==> config.mk <==
export PLATFORM = sky130hd
export DESIGN_NAME = bus_transfer_ctrl
export DESIGN_NICKNAME = d
export VERILOG_FILES = /design/src/rtl/bus_pkg.sv /design/src/rtl/bus_src_mux.sv /design/src/rtl/bus_transfer_ctrl.sv
export SDC_FILE = /design/constraint.sdc
export NUM_CORES = 1
export LEC_CHECK = 0
export BUFFER_PORTS_ARGS = -buffer_cell sky130_fd_sc_hd__buf_2
export CAP_MARGIN = 40
export CORE_AREA = 2 2 221 223
export DETAILED_ROUTE_END_ITERATION = 16
export DIE_AREA = 0 0 223 225
export PLACE_DENSITY = 0.38
export SLEW_MARGIN = 15
export SYNTH_ARGS = -nofsm -noshare
export SYNTH_HDL_FRONTEND = slang
export SYNTH_HIERARCHICAL = 1
export SYNTH_SLANG_ARGS = --single-unit
export TNS_END_PERCENT = 10
==> constraint.sdc <==
create_clock -name clock -period 2.56 [get_ports clock]
set_input_delay 0.128 -clock clock [delete_from_list [all_inputs] [get_ports clock]]
set_output_delay 0.128 -clock clock [all_outputs]
set_load 0.02 [all_outputs]
==> src/rtl/bus_pkg.sv <==
// rtl/bus_pkg.sv - shared types, defaults and helpers for the register-bus controller
//   Contents: bus_state_e (IDLE/DRIVE/WRITE), BUS_DATA_WIDTH / BUS_NUM_REGS defaults,
//             idx_in_range() register-index check.
package bus_pkg;

  localparam int BUS_DATA_WIDTH = 32;
  localparam int BUS_NUM_REGS   = 16;

  typedef enum logic [1:0] {
    ST_IDLE  = 2'd0,
    ST_DRIVE = 2'd1,
    ST_WRITE = 2'd2
  } bus_state_e;

  // True when idx addresses a register that actually exists on the bus.
  function automatic logic idx_in_range(input int unsigned idx, input int unsigned num_regs);
    return idx < num_regs;
  endfunction

endpackage

==> src/rtl/bus_src_mux.sv <==
// rtl/bus_src_mux.sv - combinational source-register slice select for the bus
//   i_bus  [NUM_REGS*DATA_WIDTH] : concatenated register outputs, reg i at [i*DATA_WIDTH +: DATA_WIDTH]
//   i_sel  [SEL_W]               : source index
//   o_data [DATA_WIDTH]          : selected slice, zero for an index with no register
module bus_src_mux
  import bus_pkg::*;
#(
  parameter int DATA_WIDTH = BUS_DATA_WIDTH,
  parameter int NUM_REGS   = BUS_NUM_REGS,
  parameter int SEL_W      = 4
) (
  input  logic [NUM_REGS*DATA_WIDTH-1:0] i_bus,
  input  logic [SEL_W-1:0]               i_sel,
  output logic [DATA_WIDTH-1:0]          o_data
);

  always_comb begin
    o_data = '0;
    for (int i = 0; i < NUM_REGS; i++) begin
      if (i_sel == SEL_W'(i)) begin
        o_data = i_bus[i*DATA_WIDTH +: DATA_WIDTH];
      end
    end
  end

endmodule

==> src/rtl/bus_transfer_ctrl.sv <==
// rtl/bus_transfer_ctrl.sv - register-to-register bus transfer controller (one transfer per 3 cycles)
//   clock, clear (async, active-high)
//   req_valid / req_ready, req_src, req_dst       : transfer request handshake
//   req_imm_sel, req_imm (only with BUS_IMM_EN)   : drive an immediate instead of a register
//   BusMuxIn  [NUM_REGS*DATA_WIDTH]               : register outputs
//   BusMuxOut [DATA_WIDTH]                        : registered bus value
//   enable    [NUM_REGS]                          : one-hot destination strobe (WRITE only)
//   done, err                                     : single-cycle completion / bad-index pulses
//   Optional feature macro: BUS_IMM_EN
module bus_transfer_ctrl
  import bus_pkg::*;
#(
  parameter int DATA_WIDTH = BUS_DATA_WIDTH,
  parameter int NUM_REGS   = BUS_NUM_REGS,
  parameter int SEL_W      = 4
) (
  input  logic                           clock,
  input  logic                           clear,
  input  logic                           req_valid,
  output logic                           req_ready,
  input  logic [SEL_W-1:0]               req_src,
  input  logic [SEL_W-1:0]               req_dst,
`ifdef BUS_IMM_EN
  input  logic                           req_imm_sel,
  input  logic [DATA_WIDTH-1:0]          req_imm,
`endif
  input  logic [NUM_REGS*DATA_WIDTH-1:0] BusMuxIn,
  output logic [DATA_WIDTH-1:0]          BusMuxOut,
  output logic [NUM_REGS-1:0]            enable,
  output logic                           done,
  output logic                           err
);

  bus_state_e            r_state;
  bus_state_e            w_state_next;
  logic [SEL_W-1:0]      r_src;
  logic [SEL_W-1:0]      r_dst;
  logic                  r_err;
  logic [DATA_WIDTH-1:0] r_bus;
  logic [DATA_WIDTH-1:0] w_src_data;
  logic [DATA_WIDTH-1:0] w_drive_data;
  logic                  w_accept;
  logic                  w_req_ok;
  logic                  w_dst_ok;

  // Acceptance depends only on state, so req_ready never looks at req_valid.
  assign w_accept = req_valid && (r_state == ST_IDLE);
  assign w_dst_ok = idx_in_range($unsigned(32'(req_dst)), $unsigned(NUM_REGS));

`ifdef BUS_IMM_EN
  logic                  r_imm_sel;
  logic [DATA_WIDTH-1:0] r_imm;

  // An immediate transfer never reads the register bank, so its src is not checked.
  assign w_req_ok     = w_dst_ok &&
                        (req_imm_sel || idx_in_range($unsigned(32'(req_src)), $unsigned(NUM_REGS)));
  assign w_drive_data = r_imm_sel ? r_imm : w_src_data;

  always_ff @(posedge clock or posedge clear) begin
    if (clear) begin
      r_imm_sel <= 1'b0;
      r_imm     <= '0;
    end else if (w_accept) begin
      r_imm_sel <= req_imm_sel;
      r_imm     <= req_imm;
    end
  end
`else
  assign w_req_ok     = w_dst_ok && idx_in_range($unsigned(32'(req_src)), $unsigned(NUM_REGS));
  assign w_drive_data = w_src_data;
`endif

  bus_src_mux #(
    .DATA_WIDTH (DATA_WIDTH),
    .NUM_REGS   (NUM_REGS),
    .SEL_W      (SEL_W)
  ) u_src_mux (
    .i_bus  (BusMuxIn),
    .i_sel  (r_src),
    .o_data (w_src_data)
  );

  always_ff @(posedge clock or posedge clear) begin
    if (clear) begin
      r_state <= ST_IDLE;
    end else begin
      r_state <= w_state_next;
    end
  end

  // enable/done/req_ready are pure state decodes; clear resets the state
  // asynchronously, so an in-flight enable strobe drops the moment clear rises.
  always_comb begin
    w_state_next = r_state;
    req_ready    = 1'b0;
    done         = 1'b0;
    enable       = '0;
    unique case (r_state)
      ST_IDLE: begin
        req_ready = 1'b1;
        if (w_accept && w_req_ok) begin
          w_state_next = ST_DRIVE;
        end
      end
      ST_DRIVE: begin
        w_state_next = ST_WRITE;
      end
      ST_WRITE: begin
        done         = 1'b1;
        w_state_next = ST_IDLE;
        for (int i = 0; i < NUM_REGS; i++) begin
          enable[i] = (r_dst == SEL_W'(i));
        end
      end
      default: begin
        w_state_next = ST_IDLE;
      end
    endcase
  end

  // Indices are latched on every acceptance; a rejected request never leaves
  // IDLE, so the stale copies are harmless. The bus register loads at the edge
  // that ends DRIVE and otherwise holds.
  always_ff @(posedge clock or posedge clear) begin
    if (clear) begin
      r_src <= '0;
      r_dst <= '0;
      r_err <= 1'b0;
      r_bus <= '0;
    end else begin
      r_err <= w_accept && !w_req_ok;
      if (w_accept) begin
        r_src <= req_src;
        r_dst <= req_dst;
      end
      if (r_state == ST_DRIVE) begin
        r_bus <= w_drive_data;
      end
    end
  end

  assign BusMuxOut = r_bus;
  assign err       = r_err;

endmodule

==> flow_summary.toml <==
[placement]
dp_hpwl_um = 44470
place_congestion = 0.8824
numPortBuffers = 572
preCtsSetupSlack_ns = -0.1828
placed_cells = 2019
place_area_um2 = 10940

[timing]
hold_slack_ns = 0.02851
rsz0062_at_grt = "no"
fmax_ghz = 0.4154
setup_viol = 0
min_period_ns = 2.407
finalHoldViolations = 0
tightest_slew_ns = 0.8034
finalClockSkew_ns = 0.01157
layout_setup_ws_ns = 0.1525
report.final.slew_viol_count = 0
fin_crit_sh = 0.9404
slew_headroom = 0.4644

[route]
wl_met3_um = 3681
drc = 0
wl_met1_um = 18580
avgRoutedWirePerCell_um = 26.00
routed_wl_um = 53030
viasPerCell = 4.724
drt_iter0_markers = 547
firstDrtPassIters = 5
ant_nets = 0
highest_layer = "met5"
wl_met2_um = 28450
vias = 9636

[hold_path]
hold_path.class = "input pin to register"

[worst_setup_path]
required_ns = 2.75
end_kind = "register"
critPathKind = "register to register"
cp.arrival_ns = 2.60
startpoint_type = "register"
cp_max_fo = 28

[floorplan]
fp.dieArea_um2 = 50180
coreArea_um2 = 47550
die_h_um = 225
start_util = 0.1493
rows = 80
boundaryPins = 574
die_w_um = 223

[yosys]
synth_compound_area_frac = 0.2971
ys_seq_area_frac = 0.1480
synth_top_family_by_area = "compound AO/OA/AOI/OAI gates"
synth-adder-area-share = 0
async_flop_share = 1.000
synth_mux_area_frac = 0.2567
yosysWarnings = 6
ys_ff_latch = 42
synth_xor_area_frac = 0
synthesis.area_um2 = 7101
synth_nets = 1378
netlist_instances = 855
yosys.area_share.simple = 0.1907
synth_edf_count = 0
synthFlopType = "dfrtp_1"
yosysUniqueCellTypes = 65
synth.avg_cell_area_um2 = 8.305

[cells_and_area]
final_cell_count_no_fill = 2040
nFillCells = 5392
nNetsFinal = 1935
seqCellArea_um2 = 1062
design_area_um2 = 11140
layout_common_cells = "buf_2, a21oi_1, mux2i_1"
multi_input_area_um2 = 5338
drive_above_1_share = 0.5287
layout_commonest_cell = "buf_2"
area_growth_pct = 56.85
post-route-util = 0.2342

[clock_tree]
cts.path.max_buffers = 2
clk_latency_ns = 0.31
clk_pin_slew_ns = 0.08
clock-sinks = 42
post-cts-setup-buffers = 0
cts_tree = "built"
cts_root_buf = "clkbuf_16"
numCtsBuffers = 5
h-tree-depth = 2

[grt]
grt_pass1_wl_um = 72320
grt_pass1_vias = 10170
grt-ovfl-total = 0
antenna_found_initial = 27
grt_max_degree = 44
grt_util_all_layers = 0.2022

[flow_run]
cap_violations = 0

[status]
status = "completed"

[power_and_ir_drop]
peakVddDrop_mv = 0.2442
p_leak_nw = 5.388
powerDensity_nw_per_um2 = 718.1
power by group:
part	switching, mW	internal (mW)
clock network	0.357	0.368
logic	3.39	2.64
registers	0.287	0.959
total	4.03	3.96
flip-flops by register name (all words and copies together) (netlist names):
register and flops:
BusMuxOut 32, r_dst 4, r_src 4, r_state 2
stage by stage:
stage	TNS [ns]	power, mW
2_1_floorplan	0	4.733
3_3_place_gp	-0.2095	7.409
3_5_place_dp	-0.1828	7.397
4_1_cts	0	8.210
5_1_grt	0	8.547
6_report	0	7.997
critical path: stages, from the launching register on:
cell and delay [ns]:
dfrtp_4 0.58, buf_4 0.20, nor2b_4 0.15, buf_12 0.19, o21ai_0 0.16, a221oi_1 0.51
o22ai_1 0.18, mux2_4 0.29
Yosys cell counts (7+ instances only):
cell type / instances / area share
a2111oi_0: 14 / 0.017
a211oi_1: 18 / 0.019
a21o_1: 14 / 0.015
a21oi_1: 72 / 0.051
a221oi_1: 28 / 0.035
a22oi_1: 7 / 0.0074
a311o_1: 8 / 0.011
a31oi_1: 10 / 0.0088
buf_2: 33 / 0.023
buf_4: 17 / 0.018
buf_6: 15 / 0.024
clkbuf_1: 27 / 0.014
dfrtp_1: 42 / 0.15
inv_1: 47 / 0.025
mux2_1: 11 / 0.017
mux2_2: 12 / 0.019
mux2_4: 29 / 0.061
mux2i_1: 61 / 0.086
mux4_2: 23 / 0.073
nand2_1: 58 / 0.031
nand2b_1: 7 / 0.0062
nand3_1: 17 / 0.012
nand3b_1: 51 / 0.054
nand4_1: 8 / 0.0070
nor2_1: 31 / 0.016
nor2b_1: 19 / 0.017
o21ai_0: 39 / 0.027
o221ai_1: 25 / 0.031
o22ai_1: 19 / 0.017
o2bb2ai_1: 23 / 0.028
or3b_2: 13 / 0.016
cells by family after synthesis:
| kind of cell | after synthesis |
|---|---|
| AO/OA/AOI/OAI | 301 |
| AND/OR/NAND/NOR | 231 |
| buffers and inverters | 144 |
| multiplexers | 136 |
| flip-flops | 42 |
| other | 1 |
final timing paths:
check	from	to	slack, ns	depth (start not counted)
min	req_dst[1]	r_dst[1]	0.03	2
max reg2reg	r_src[2]	BusMuxOut[1]	0.15	7
max in group asynchronous	clear	r_src[2]	1.85	4
min in group asynchronous	clear	BusMuxOut[14]	0.43	4
min reg2reg	BusMuxOut[28]	BusMuxOut[28]	0.50	1
max	r_src[2]	BusMuxOut[1]	0.15	7
per-layer routing:
layer	vias to the layer above	track usage
li1	4450	-
met1	4580	0.2020
met2	495	0.3978
met3	97	0.04524
met4	14	0.08855
met5	-	0
area by class of cell:
| type | count | area share |
|---|---|---|
| Antenna cell | 12 | 0.002696 |
| Clock buffer | 5 | 0.01123 |
| Clock inverter | 3 | 0.002135 |
| Inverter | 49 | 0.01652 |
| Multi-Input combinational cell | 669 | 0.4793 |
| Sequential cell | 42 | 0.09538 |
| Tap cell | 615 | 0.06909 |
| Timing Repair Buffer | 645 | 0.3237 |
timing repair:
action,in CTS,in global routing
hold buffers,1,0
setup endpoints to repair,1,1
gates resized for setup,1,1
endpoints found under the hold margin,42,0
Note: power is estimated with default switching activity, not from simulation.
